`src/rtl/jtag_master_pkg.sv`:
```
// Shared types and TAP walk constants for the JTAG scan master.
// Each TMS sequence is stored with bit i = TMS level on TCK cycle i.
package jtag_master_pkg;

    typedef enum logic [2:0] {
        ST_INIT,
        ST_IDLE,
        ST_PRE,
        ST_SHIFT,
        ST_POST,
        ST_DONE
    } state_t;

    localparam int INIT_TCKS   = 6;
    localparam int PRE_TCKS_DR = 3;
    localparam int PRE_TCKS_IR = 4;

    // RTI -> Select-DR -> Capture-DR -> Shift-DR, with Select-IR added for IR scans
    localparam logic [3:0] PRE_TMS_DR = 4'b0001;
    localparam logic [3:0] PRE_TMS_IR = 4'b0011;
    // Exit1 -> Update -> RTI
    localparam logic [1:0] POST_TMS   = 2'b01;

    function automatic logic pre_tms(input logic ir, input logic [1:0] idx);
        logic [3:0] seq;
        seq = ir ? PRE_TMS_IR : PRE_TMS_DR;
        return seq[idx];
    endfunction

endpackage

```
`src/rtl/jtag_tck_gen.sv`:
```
// TCK generator: low phase then high phase of CLK_DIV clocks each, with
// single-clock strobes on the clocks where TCK rises and falls.
module jtag_tck_gen #(
    parameter int CLK_DIV = 2
) (
    input  logic clock,
    input  logic reset,
    input  logic enable,
    output logic tck,
    output logic fall_tick,
    output logic rise_tick
);

    localparam int CW = (CLK_DIV > 1) ? $clog2(CLK_DIV) : 1;

    logic [CW-1:0] cnt_reg;
    logic          tck_reg;
    logic          phase_end;

    assign phase_end = enable && (cnt_reg == CW'(CLK_DIV - 1));
    assign rise_tick = phase_end && !tck_reg;
    assign fall_tick = phase_end && tck_reg;
    assign tck       = tck_reg;

    always_ff @(posedge clock) begin
        if (reset || !enable) begin
            cnt_reg <= '0;
            tck_reg <= 1'b0;
        end else if (phase_end) begin
            cnt_reg <= '0;
            tck_reg <= ~tck_reg;
        end else begin
            cnt_reg <= cnt_reg + CW'(1);
        end
    end

endmodule

```
`src/rtl/jtag_scan_master.sv`:
```
// JTAG initiator: walks the TAP from Run-Test/Idle through one IR or DR scan,
// shifting TDI LSB first and collecting TDO into scan_data_out.
module jtag_scan_master
    import jtag_master_pkg::*;
#(
    parameter  int CLK_DIV  = 2,
    parameter  int MAX_BITS = 32,
    localparam int LW       = $clog2(MAX_BITS + 1)
) (
    input  logic                clock,
    input  logic                reset,
    input  logic                start,
    input  logic                scan_ir,
    input  logic [LW-1:0]       scan_length,
    input  logic [MAX_BITS-1:0] scan_data_in,
    output logic                busy,
    output logic                done,
    output logic [MAX_BITS-1:0] scan_data_out,
    output logic                TCK,
    output logic                TMS,
    output logic                TDI,
    input  logic                TDO
);

    // Step counter also walks INIT, so it needs at least 3 bits
    localparam int SW = (LW > 3) ? LW : 3;
    localparam logic [LW-1:0] MAX_LEN = LW'(MAX_BITS);

    state_t              state_reg, state_next;
    logic [SW-1:0]       step_reg, step_next;
    logic                ir_reg, ir_next;
    logic [LW-1:0]       len_reg, len_next;
    logic [MAX_BITS-1:0] din_reg, din_next;
    logic [MAX_BITS-1:0] cap_reg, cap_next;
    logic [MAX_BITS-1:0] dout_reg, dout_next;
    logic                tms_reg, tms_next;
    logic                tdi_reg, tdi_next;

    logic                tck_en, fall_tick, rise_tick;
    logic [LW-1:0]       len_sat;
    logic [SW-1:0]       step_inc, pre_last, shift_last;
    logic [MAX_BITS-1:0] din_shift;
    logic [LW-1:0]       align_shift;

    assign len_sat     = (scan_length > MAX_LEN) ? MAX_LEN : scan_length;
    assign step_inc    = step_reg + SW'(1);
    assign pre_last    = ir_reg ? SW'(PRE_TCKS_IR - 1) : SW'(PRE_TCKS_DR - 1);
    assign shift_last  = SW'(len_reg) - SW'(1);
    assign din_shift   = din_reg >> 1;
    assign align_shift = MAX_LEN - len_reg;

    // A zero-length scan passes through PRE without ever starting TCK
    assign tck_en = (state_reg == ST_INIT) || (state_reg == ST_SHIFT) ||
                    (state_reg == ST_POST) ||
                    ((state_reg == ST_PRE) && (len_reg != '0));

    jtag_tck_gen #(
        .CLK_DIV(CLK_DIV)
    ) u_tck_gen (
        .clock    (clock),
        .reset    (reset),
        .enable   (tck_en),
        .tck      (TCK),
        .fall_tick(fall_tick),
        .rise_tick(rise_tick)
    );

    always_comb begin
        state_next = state_reg;
        step_next  = step_reg;
        ir_next    = ir_reg;
        len_next   = len_reg;
        din_next   = din_reg;
        cap_next   = cap_reg;
        dout_next  = dout_reg;
        tms_next   = tms_reg;
        tdi_next   = tdi_reg;

        case (state_reg)
            ST_INIT: begin
                if (fall_tick) begin
                    if (step_reg == SW'(INIT_TCKS - 1)) begin
                        state_next = ST_IDLE;
                        step_next  = '0;
                        tms_next   = 1'b0;
                    end else begin
                        step_next = step_inc;
                        tms_next  = (step_inc != SW'(INIT_TCKS - 1));
                    end
                end
            end
            ST_IDLE: begin
                tms_next = 1'b0;
                tdi_next = 1'b0;
                if (start) begin
                    state_next = ST_PRE;
                    step_next  = '0;
                    ir_next    = scan_ir;
                    len_next   = len_sat;
                    din_next   = scan_data_in;
                    cap_next   = '0;
                    tms_next   = (len_sat != '0) && pre_tms(scan_ir, 2'd0);
                end
            end
            ST_PRE: begin
                if (len_reg == '0) begin
                    state_next = ST_DONE;
                    dout_next  = '0;
                    tms_next   = 1'b0;
                end else if (fall_tick) begin
                    if (step_reg == pre_last) begin
                        state_next = ST_SHIFT;
                        step_next  = '0;
                        tms_next   = (len_reg == LW'(1));
                        tdi_next   = din_reg[0];
                    end else begin
                        step_next = step_inc;
                        tms_next  = pre_tms(ir_reg, step_inc[1:0]);
                    end
                end
            end
            ST_SHIFT: begin
                // TDO enters at the top; the result is right-aligned at the end
                if (rise_tick) begin
                    cap_next = {TDO, cap_reg[MAX_BITS-1:1]};
                end
                if (fall_tick) begin
                    if (step_reg == shift_last) begin
                        state_next = ST_POST;
                        step_next  = '0;
                        tms_next   = POST_TMS[0];
                        tdi_next   = 1'b0;
                    end else begin
                        step_next = step_inc;
                        din_next  = din_shift;
                        tdi_next  = din_shift[0];
                        tms_next  = (step_inc == shift_last);
                    end
                end
            end
            ST_POST: begin
                if (fall_tick) begin
                    if (step_reg == SW'(1)) begin
                        state_next = ST_DONE;
                        step_next  = '0;
                        tms_next   = 1'b0;
                        dout_next  = cap_reg >> align_shift;
                    end else begin
                        step_next = step_inc;
                        tms_next  = POST_TMS[1];
                    end
                end
            end
            ST_DONE: begin
                state_next = ST_IDLE;
            end
            default: begin
                state_next = ST_INIT;
            end
        endcase
    end

    always_ff @(posedge clock) begin
        if (reset) begin
            state_reg <= ST_INIT;
            step_reg  <= '0;
            ir_reg    <= 1'b0;
            len_reg   <= '0;
            din_reg   <= '0;
            cap_reg   <= '0;
            dout_reg  <= '0;
            tms_reg   <= 1'b1;
            tdi_reg   <= 1'b0;
        end else begin
            state_reg <= state_next;
            step_reg  <= step_next;
            ir_reg    <= ir_next;
            len_reg   <= len_next;
            din_reg   <= din_next;
            cap_reg   <= cap_next;
            dout_reg  <= dout_next;
            tms_reg   <= tms_next;
            tdi_reg   <= tdi_next;
        end
    end

    assign busy          = (state_reg != ST_IDLE) && (state_reg != ST_DONE);
    assign done          = (state_reg == ST_DONE);
    assign scan_data_out = dout_reg;
    assign TMS           = tms_reg;
    assign TDI           = tdi_reg;

endmodule

```
`config.mk`:
```
export PLATFORM = sky130hd
export DESIGN_NAME = jtag_scan_master
export DESIGN_NICKNAME = d
export VERILOG_FILES = /design/src/rtl/jtag_master_pkg.sv /design/src/rtl/jtag_tck_gen.sv /design/src/rtl/jtag_scan_master.sv
export SDC_FILE = /design/constraint.sdc
export NUM_CORES = 1
export LEC_CHECK = 0
export ABC_AREA = 1
export CORE_MARGIN = 8
export CORE_UTILIZATION = 40
export CTS_CLUSTER_SIZE = 10
export DETAILED_ROUTE_END_ITERATION = 8
export PLACE_DENSITY = 0.71
export SYNTH_ARGS = -nofsm -noshare
export SYNTH_HDL_FRONTEND = slang
export SYNTH_SLANG_ARGS = --single-unit
```
`constraint.sdc`:
```
create_clock -name clock -period 5.1 [get_ports clock]
set_clock_uncertainty 0.2 [all_clocks]
set_input_delay 1.02 -clock clock [delete_from_list [all_inputs] [get_ports clock]]
set_output_delay 1.02 -clock clock [all_outputs]
set_load 0.02 [all_outputs]
```
==> results.txt, run 1 <==
The number of flops mapped to enable cells by yosys came out at 0. The later pin in the worst-skew pair is clocked with a latency of around 0.42 ns. The relative slew slack came out at a little over a third. For the pin with the worst max-slew slack, the measured transition is around 0.98 ns.

The clock transition at the registers of the reported paths came out at about 0.060 ns. Total power for the finished layout comes to around 0.0021 W. The leakage power of the design came out at roughly 3.4 nW.

After synthesis the cells add up to 0.007041 sq mm. Setup repair after global routing left no endpoint under its margin. The post-route antenna net violation count came out at 0. The sequential share of the synthesized area came out at between 30% and 40%. The core area came out at about 0.017 sq mm. Among all flip-flop cells after synthesis, the most frequent one is dfxtp_1. The overall die width is around 150 um. The maximum vdd ir drop is 0.0002360 V. Tracing the worst setup path back leads to its startpoint at state_reg[2]$_SDFFE_PP0P_.

For this run, asynchronously set or reset flops after synthesis account for 0%. The number of instances resized during post-cts repair is 0. The clock drives about 120 sinks. The distinct cell type count of the synthesized netlist came out at a little over 40. The count of synthesis-stage warnings from yosys is 0. The number of buffers and inverters on the critical path is 2. The global-route usage over all layers came out at about 18%. After legalization and detailed placement, the total HPWL measured 13,360 um.

The number of ports placed on the die boundary is 80. The critical path ends at din_reg[21]$_SDFFE_PP0P_. The fraction of final layout cells with drive strength greater than 1 came out at 8.391%. The number of max-slew violations in the final report is 0. The number of antenna violations at the first check in global routing is 0. Setup violations remaining at the end of the flow were counted as 0. Routability-driven placement finished with a final weighted congestion of 0.8693. The required time of the critical path came out at around 5.2 ns. The worst register-to-register path begins at state_reg[2]$_SDFFE_PP0P_. The number of setup buffers added after CTS is 0.

The final number of hold-violating endpoints came to 0. The number of hold buffers added after CTS was 0. Of all nets on the critical path, the largest fanout is 35.

The clock buffer count from CTS came out at 17. Counting flops and latches in the post-synthesis netlist gives ~120. Counting cells, the worst reg-to-reg path comes to 11.

The maximum level of the CTS H-tree is 4. The worst setup path is captured at a register. 0 antenna diodes ended up in the layout. The vias after detailed routing came out at a little over 7,000. The layout overhead on the synthesized area is 18.75%. Adding up every negative setup slack in the final design gives 0 ns. The initialized floorplan defines 48 standard-cell rows.

The signal on the critical path passes through nor2_4, nand2_4, clkinv_2, nor2_1, nand2_2, nand3_2, nand2_1, buf_4, nand2_4, nand2_1, a21oi_1. The ratio of total power to cell area came out at 252.3 mW/mm^2. The cell area after layout came out at 0.008361 sq mm.

The tool flagged a number of max-cap violations equal to 0. The time the worst path needs with I/O delays and setup is between 3 and 4 ns. The worst min-delay path class is reg2reg. The via count of the first global-routing pass is around 6,600. Clock tree synthesis selected as its root buffer the cell clkbuf_16.

The remaining global-route overflow is 0. The final layout contains 1,192 nets. The final worst slack is roughly 1.8 ns. Leaving out fill and tap cells, the most frequent cell in the layout is nand2_1. The worst setup path is of the reg2reg kind. The wire length per cell is roughly 14 um. TritonCTS built the clock tree. The arrival time of data at the critical path endpoint is between 3 and 4 ns. The stage delay of the slowest cell on the critical path is about 0.48 ns.

The final period utilization came out at roughly 64%. The critical path crosses 11 cells after its start point. The floorplan step set the die height to between 100 and 150 um. The worst-case clock buffer depth came out at 2.

The post-synthesis average cell area is about 6.3 sq um. The final routed wirelength across all metal layers came out at 19,400 um. Among cell families on the critical path, the largest total delay comes from simple AND/OR/NAND/NOR gates. The count of input and output buffers is 79. The wire length of the first global-routing pass came out at around 32,000 um. The placed instances occupy a cell area of about 0.008 sq mm. The net count after synthesis is between 1,000 and 1,500.

The pre-CTS setup slack came out at approximately 1.7 ns. The effective utilization at floorplan came out at ~41%. The detailed router's first-iteration violation count came out at 655. The cell count after synthesis came out at between 1,000 and 1,500. Leaving out fill and tap cells, the most frequent cells in the layout are nand2_1 (349), nand3_1 (159), dfxtp_1 (116), a21oi_1 (106), clkdlybuf4s50_1 (78).

The critical path launch point type is a register. The start point of the worst min-delay path is din_reg[7]$_SDFFE_PP0P_. The cell with the largest stage delay on the worst path is clkinv_2. The setup check on the worst reg-to-reg path leaves a slack of between 1.5 and 2 ns. The largest net degree at the start of global routing came out at 83.

Derived from the worst setup path, the maximum achievable clock frequency is 306.0 MHz. The via density per instance is about 5.3. For this run, design rule violations remaining after detail routing come to 0. The flow ran to the end, and the final reports show no timing, DRC or antenna violations. The die area came out at approximately 0.022 sq mm. The worst register-to-register path ends at din_reg[21]$_SDFFE_PP0P_. The detailed-routing iteration count for the pre-antenna-repair pass is 5.
==> how the worst min path moves through the flow <==
stage	to	slack [ns]	depth (start not counted)
5_1_grt	din_reg[26]$_SDFFE_PP0P_	0.28	2
6_report	din_reg[7]$_SDFFE_PP0P_	0.26	2
2_1_floorplan	cap_reg[0]$_SDFFE_PP0P_	0.23	2
3_3_place_gp	cap_reg[0]$_SDFFE_PP0P_	0.25	2
4_1_cts	din_reg[10]$_SDFFE_PP0P_	0.26	2
3_5_place_dp	din_reg[10]$_SDFFE_PP0P_	0.25	2
==> routing by layer <==
metal  part of all wire [%]  track usage (%)
met5                      0                0
met4                    2.1            6.629
met3                    6.8            4.254
met2                     43            26.16
met1                     48            24.23
==> power breakdown <==
| part | switching, W | total [W] | leakage, nW | internal, W |
|---|---|---|---|---|
| clock network | 0.000476 | 0.00112 | 0.275 | 0.000647 |
| logic | 0.0000353 | 0.0000752 | 2.17 | 0.0000400 |
| registers | 0.00000323 | 0.000911 | 0.934 | 0.000908 |
| total | 0.000514 | 0.00211 | 3.38 | 0.00160 |
==> logic make-up (layout without fill, tap and decap cells) <==
group | Yosys count | after routing | synth area share (%)
AND/OR/NAND/NOR | 605 | 605 | 37.30
AO/OA/AOI/OAI | 241 | 241 | 19.48
buffers and inverters | 139 | 182 | 8.423
flip-flops | 116 | 116 | 32.98
adder cells (fa/ha/maj) | 6 | 6 | 1.066
XOR/XNOR | 6 | 6 | 0.7464
==> cell usage after synthesis, types with 4 or more instances <==
cell        n  area share (%)
nor2_1     53             2.8
nand3_1   159              11
o21ai_1    11            0.78
clkbuf_1   37             2.0
dfxtp_1   116              33
a211oi_1   23             2.5
ha_1        6             1.1
buf_2      26             1.8
o21ai_0    68             4.8
inv_2      10            0.53
xor2_1      4            0.50
nand2_1   349              19
o211ai_1   12             1.3
a21oi_2    10             1.2
or2_2      11            0.98
nand2_2    14             1.2
buf_1       5            0.27
nand4_1     4            0.36
inv_1      53             2.8
a21oi_1   106             7.5
==> worst register-to-register path, cell delays in order, from the launching register on <==
cell      delay [ns]
dfxtp_1         0.42
nor2_4          0.08
nand2_4         0.29
clkinv_2        0.48
nor2_1          0.31
nand2_2         0.14
nand3_2         0.10
nand2_1         0.23
buf_4           0.34
nand2_4         0.36
nand2_1         0.10
a21oi_1         0.14
==> stage by stage <==
step | utilization [%] | hold slack (ns) | instances
4_1_cts | 48.50 | 0.2627 | 1381
3_3_place_gp | 45.28 | 0.2475 | 1349
2_1_floorplan | - | 0.2315 | 1113
5_1_grt | 48.50 | 0.2814 | 1381
6_report | 48.50 | 0.2602 | 1381
3_5_place_dp | 45.28 | 0.2530 | 1349
==> layout make-up <==
class | count | area (sq um)
clock buffer | 18 | 439.2
clock inverter | 14 | 116.4
fill | 1775 | 8876
inverter | 65 | 245.2
multi-input combinational | 858 | 4125
sequential | 116 | 2322
tap | 225 | 281.5
timing repair buffer | 85 | 830.8
(Power assumes the default switching activity.)
==> inputs of run 2 (changes only) <==
- PLACE_DENSITY: 0.71 -> 0.73
- clock period: 5.1 -> 2.7 ns (I/O delays scaled with it)
==> results.txt, run 2 (synthesized netlist as in run 1, its figures left out) <==
The number of ports placed on the die boundary is 80 (unchanged). Setup repair after global routing left no endpoint under its margin. The vertical die dimension is 148.7 um (unchanged). The die area came out at 0.02210 sq mm (unchanged). The maximum vdd ir drop came out at 0.0004612 V (+95%). The area growth from synthesis to layout is 21.40%. The number of remaining DRC errors is 0 (unchanged). The remaining global-route overflow is 0 (unchanged).

The arrival time of data at the critical path endpoint came out at 2.59 ns (-0.82 ns). The final number of setup-violating endpoints came out at 0 (unchanged). The clock latency of the later-clocked register in the worst-skew pair is 0.43 ns (about the same). The non-filler instance count after layout came out at 1,401 (+1.4%). The max-capacitance violation count came to 0 (unchanged). The detailed router's first-iteration violation count is 690 (+5.3%). The library cell used most frequently in the layout, excluding fill and tap cells, is nand2_1.

The worst hold path belongs to the class reg2reg. The clock transition at the registers of the reported paths is 0.06 ns (about the same). The final period utilization came out at 93.08% (+29 points). The antenna diode count is 0 (unchanged). The clock buffer count from CTS is 17 (unchanged). The final number of hold-violating endpoints is 0 (unchanged). The final routed wirelength across all metal layers is 20,200 um (+4.1%). The ratio of total power to cell area is 469.3 mW/mm^2 (+86%). The worst-case clock buffer depth came out at 2 (unchanged). The time the worst path needs with I/O delays and setup is 2.513 ns (-0.7551 ns).

The number of antenna violations at the first check in global routing is 0 (unchanged). The post-route antenna net violation count came out at 0 (unchanged). The fraction of final layout cells with drive strength greater than 1 is 10.03% (+1.6 points). TritonCTS built the clock tree. The sum of negative setup slack came to 0 ns (unchanged). The kind of end point of the critical path is a register. The leakage power of the design came to 3.468 nW (+2.6%). The number of nets in the layout was 1,212 (+1.7%). The type of the setup path with the least slack is reg2reg. Leaving out fill and tap cells, the most frequent cells in the layout are nand2_1 (349), nand3_1 (159), dfxtp_1 (116), a21oi_1 (106), clkdlybuf4s50_1 (78).

The core area is 0.01724 sq mm (unchanged). The overall die width came out at 148.7 um (unchanged). The required time of the critical path is 2.78 ns (-2.46 ns). The relative slew slack came to 52.38% (+17 points). The final weighted congestion in routability-driven placement is 0.9328 (+7.3%). The run finished with clean final reports.

The detailed-placement wirelength estimate is 14,100 um (+5.6%). The largest net degree at the start of global routing came out at 59 (-29%). The global-route usage over all layers came out at 18.61% (+0.94 points). The via density per instance was 5.415 (+2.9%). The wire length per cell is 14.41 um (+2.6%). The wire length of the first global-routing pass came out at 33,950 um (+5.2%). The quantity of hold-fixing buffers added after cts came out at 0 (unchanged).

The number of max-slew violations in the final report came to 0 (unchanged). The achievable frequency is 397.9 MHz (+30%). The vias after detailed routing came to 7,587 (+4.4%).

The number of cells in the design after placement is 1,368 (+1.4%). The detailed-routing iteration count for the pre-antenna-repair pass came to 5 (unchanged). The worst setup path is launched from a register. The effective utilization at floorplan came out at 40.85% (unchanged). The root buffer cell is clkbuf_16. The clock sink count is 116 (unchanged). The largest driver fanout on the critical path is 31 (-11%). The number of placement rows was 48 (unchanged). The pin slew with the least headroom to its limit came to 0.7143 ns (-0.2623 ns). The count of input and output buffers came out at 79 (unchanged). The tightest hold margin came out at 0.2602 ns (+0.00007800 ns).

The via count of the first global-routing pass came out at 7,002 (+6.7%). The maximum level of the CTS H-tree came out at 4 (unchanged).
run 2: cell count changes in the layout (fill, tap and decap cells not counted), sizes merged:
cell	previous run	this run
clkinvlp	1	7
buf	7	27
inv	71	66
clkinv	7	6
bufinv	0	1
clkbuf	18	17
run 2: routing by layer:
metal	up-vias	wire [um]	GRT usage, %	share of wire, %
li1	3807	-	-	-
met1	3460	9557	24.84	47
met2	272	8702	27.77	43
met3	48	1324	4.224	6.6
met4	0	611	8.822	3.0
met5	-	0	0	0
run 2: stage by stage:
step	utilization, %	power [W]	instance area [sq um]	worst slack (ns)
6_report	49.59	0.004011	8547	0.1870
5_1_grt	49.59	0.004132	8547	0.0007474
3_5_place_dp	46.18	0.001907	7960	0.1853
3_3_place_gp	46.18	0.001906	7960	0.2120
4_1_cts	49.43	0.004042	8519	0.1409
2_1_floorplan	-	0.001821	7041	0.1510
run 2: critical path, stage by stage, from the launching register on:
cell and delay [ns]:
dfxtp_1 0.31, inv_1 0.12, ha_1 0.29, inv_1 0.06, nand2_1 0.07, nand2_1 0.12
nand2_1 0.09, nand2_1 0.05, nor2_1 0.08, nand3_1 0.13, o21bai_4 0.28, nand2_4 0.11
buf_4 0.26, nand3_1 0.12, a21oi_1 0.07
run 2: final cells by class:
class / instances / area (sq um)
inverter: 65 / 249.0
timing repair buffer: 105 / 1001
sequential: 116 / 2322
multi-input combinational: 858 / 4134
fill: 1738 / 8690
clock buffer: 17 / 425.4
tap: 225 / 281.5
clock inverter: 15 / 133.9
run 2: power breakdown:
group          leakage [nW]  switching (W)  internal [W]
logic                  2.28      0.0000711     0.0000776
registers             0.934     0.00000638       0.00172
clock network         0.258       0.000874       0.00127
run 2: timing repair:
action / 4_1_cts / 5_1_grt
resized for setup: 0 / 4
buffers inserted: 0 / 1
setup endpoints to repair: 0 / 37
endpoints found under the hold margin: 0 / 0
run 2: final timing paths:
kind                           startpoint                  endpoint  slack [ns]  depth (start not counted)
setup / recovery  len_reg[1]$_SDFFE_PP0P_  din_reg[10]$_SDFFE_PP0P_        0.19                         14
hold / removal    din_reg[9]$_SDFFE_PP0P_   din_reg[9]$_SDFFE_PP0P_        0.26                          2
setup reg to reg  len_reg[1]$_SDFFE_PP0P_  din_reg[10]$_SDFFE_PP0P_        0.19                         14
hold reg to reg   din_reg[9]$_SDFFE_PP0P_   din_reg[9]$_SDFFE_PP0P_        0.26                          2
==> inputs of run 3 (changes only) <==
- GPL_TIMING_DRIVEN: default -> 0
==> results.txt, run 3 (synthesized netlist as in run 1, its figures left out) <==
The run finished with clean final reports. The number of nets in the layout is 1,259 (+3.9%). The vias after detailed routing came out at 7,721 (+1.8%). The worst min-delay path class is reg2reg.

Setup repair after global routing left no endpoint under its margin. The pin slew with the least headroom to its limit is 0.8017 ns (+0.08736 ns). The critical path in this run is classified as reg2reg. The final number of hold-violating endpoints was 0 (unchanged). The achievable frequency came out at 402.5 MHz (+1.1%). The number of placement rows came out at 48 (unchanged). STA classifies the critical path endpoint as a register. The largest driver fanout on the critical path was 23 (-26%).

The number of ports placed on the die boundary is 80 (unchanged). The non-filler instance count after layout came out at 1,448 (+3.4%). The startpoint identified for the worst register-to-register timing path is len_reg[0]$_SDFFE_PP0P_. The layout overhead on the synthesized area came out at 24.33%. The quantity of hold-fixing buffers added after cts was 0 (unchanged). The remaining global-route overflow is 0 (unchanged). The vertical die dimension is 148.7 um (unchanged). TritonCTS built the clock tree. The max-capacitance violation count is 0 (unchanged). The final period utilization is 92.02% (-1.1 points).

The number of cells in the design after placement is 1,417 (+3.6%). The part of the power in combinational logic is 3.8% (about the same). The global-route usage over all layers came out at 19.97% (+1.4 points). The top cell types in the final layout, fill and taps aside, are nand2_1 (348), nand3_1 (159), dfxtp_1 (116), a21oi_1 (106), clkdlybuf4s50_1 (79). The switching part of the total power is 22.71% (-1.0 points). The final routed wirelength across all metal layers is 22,100 um (+9.5%). The via density per instance is 5.332 (-1.5%). The ratio of total power to cell area came to 470.1 mW/mm^2 (+0.19%).

The worst-case clock buffer depth came out at 2 (unchanged). The arrival time of data at the critical path endpoint came out at 2.64 ns (+0.05 ns). The sequential share of power came out at 41.9% (-1.0 points). The wire length per cell came to 15.27 um (+5.9%). The antenna diode count was 0 (unchanged).

The final weighted congestion in routability-driven placement came out at 0.9806 (+5.1%). The clock sink count is 116 (unchanged). The library cell used most frequently in the layout, excluding fill and tap cells, is nand2_1. The effective utilization at floorplan came to 40.85% (unchanged).

The relative slew slack is 46.55% (-5.8 points). The number of max-slew violations in the final report came to 0 (unchanged). The maximum vdd ir drop came out at 0.0004600 V (-0.26%).

The start point of the worst min-delay path is cap_reg[0]$_SDFFE_PP0P_. The core area is 0.01724 sq mm (unchanged). The via count of the first global-routing pass is 7,184 (+2.6%). The final number of setup-violating endpoints came out at 0 (unchanged). In this run the worst setup path begins at len_reg[0]$_SDFFE_PP0P_. The detailed router's first-iteration violation count came out at 646 (-6.4%). The detailed-placement wirelength estimate is 16,930 um (+20%). The clock transition at the registers of the reported paths is 0.06 ns (about the same). The largest net degree at the start of global routing came out at 17 (-71%). The die area came out at 0.02210 sq mm (unchanged). The detailed-routing iteration count for the pre-antenna-repair pass came out at 5 (unchanged). The wire length of the first global-routing pass is 35,850 um (+5.6%).

The count of input and output buffers was 79 (unchanged). The number of remaining DRC errors is 0 (unchanged). The sum of negative setup slack came to 0 ns (unchanged). The post-route antenna net violation count came out at 0 (unchanged). The clock latency of the later-clocked register in the worst-skew pair came out at 0.43 ns (about the same). The fraction of final layout cells with drive strength greater than 1 is 10.63% (+0.60 points). In this run the clock root is driven by a clkbuf_16.

The time the worst path needs with I/O delays and setup came out at 2.485 ns (-0.02846 ns). The number of antenna violations at the first check in global routing is 0 (unchanged). The leakage power of the design is 3.585 nW (+3.4%).

The clock buffer count from CTS came out at 17 (unchanged). The internal power summed over all cells is 0.003181 W (+4.0%). The maximum level of the CTS H-tree was 4 (unchanged). The required time of the critical path came out at 2.86 ns (+0.08 ns). The switching power summed over all nets is 0.0009345 W (-1.8%). The overall die width is 148.7 um (unchanged). The critical path launch point type is a register. The clock group share of total power came to 54.3% (+0.9 points).
run 3: cell count changes in the layout (fill, tap and decap cells not counted), moves of 4 or more:
cell / before / now
o21ai_1: 11 / 15
o21ai_0: 68 / 64
clkbuf_1: 0 / 33
clkinvlp_4: 7 / 3
buf_1: 0 / 5
buf_2: 1 / 19
buf_4: 23 / 8
clkbuf_4: 0 / 5
run 3: layout make-up:
class	instances	area, sq um
Buffer	72	369.1
Sequential cell	116	2322
Multi-Input combinational cell	858	4153
Tap cell	225	281.5
Inverter	65	251.5
Fill cell	1780	8483
Timing Repair Buffer	80	798.3
Clock buffer	21	450.4
Clock inverter	11	127.6
run 3: path summary, 6_finish.rpt:
check	to	slack, ns	cells past startpoint
setup / recovery	scan_data_out[6]$_SDFFE_PP0P_	0.22	12
hold / removal	cap_reg[0]$_SDFFE_PP0P_	0.26	2
setup reg to reg	scan_data_out[6]$_SDFFE_PP0P_	0.22	12
hold reg to reg	cap_reg[0]$_SDFFE_PP0P_	0.26	2
run 3: metal layers:
metal / GRT usage, % / vias up / routed length [um]
met4: 8.312 / 0 / 533
li1: - / 3911 / -
met5: 0 / - / 0
met3: 4.315 / 42 / 1528
met2: 31.52 / 263 / 9753
met1: 25.80 / 3505 / 10290
run 3: stage by stage:
stage / util, % / power [W] / setup WS (ns) / instance area (sq um) / hold slack, ns
detailed placement: 47.07 / 0.001915 / -0.5508 / 8113 / 0.2519
finish: 50.78 / 0.004115 / 0.2154 / 8753 / 0.2591
floorplan: - / 0.001821 / 0.1510 / 7041 / 0.2315
global route: 50.78 / 0.004229 / 0.007563 / 8753 / 0.2765
global placement: 47.07 / 0.001915 / -0.5265 / 8113 / 0.2463
CTS: 50.77 / 0.004135 / 0.0006839 / 8751 / 0.2610
run 3: timing repair:
action                     in CTS  in global routing
setup endpoints to repair      75                 74
setup buffers                   1                  0
gates resized for setup        24                  5
hold endpoints to repair        0                  0
pin swaps                       1                  2
run 3: worst max-delay path: stages (launching register included):
cell	delay [ns]
dfxtp_1	0.33
buf_4	0.18
inv_6	0.09
ha_4	0.31
clkinv_2	0.13
clkbuf_2	0.22
o211ai_1	0.19
a21oi_1	0.13
o21ai_0	0.26
nand2_1	0.10
nand2_1	0.10
nand2_1	0.07
a21oi_1	0.11
run 3: power groups by stage:
stage / Sequential [W] / Clock (W) / Combinational (W)
floorplan: 0.00176 / 0 / 0.0000609
detailed placement: 0.00176 / 0 / 0.000155
global placement: 0.00176 / 0 / 0.000155
CTS: 0.00172 / 0.00226 / 0.000156
finish: 0.00172 / 0.00224 / 0.000156
global route: 0.00172 / 0.00234 / 0.000170
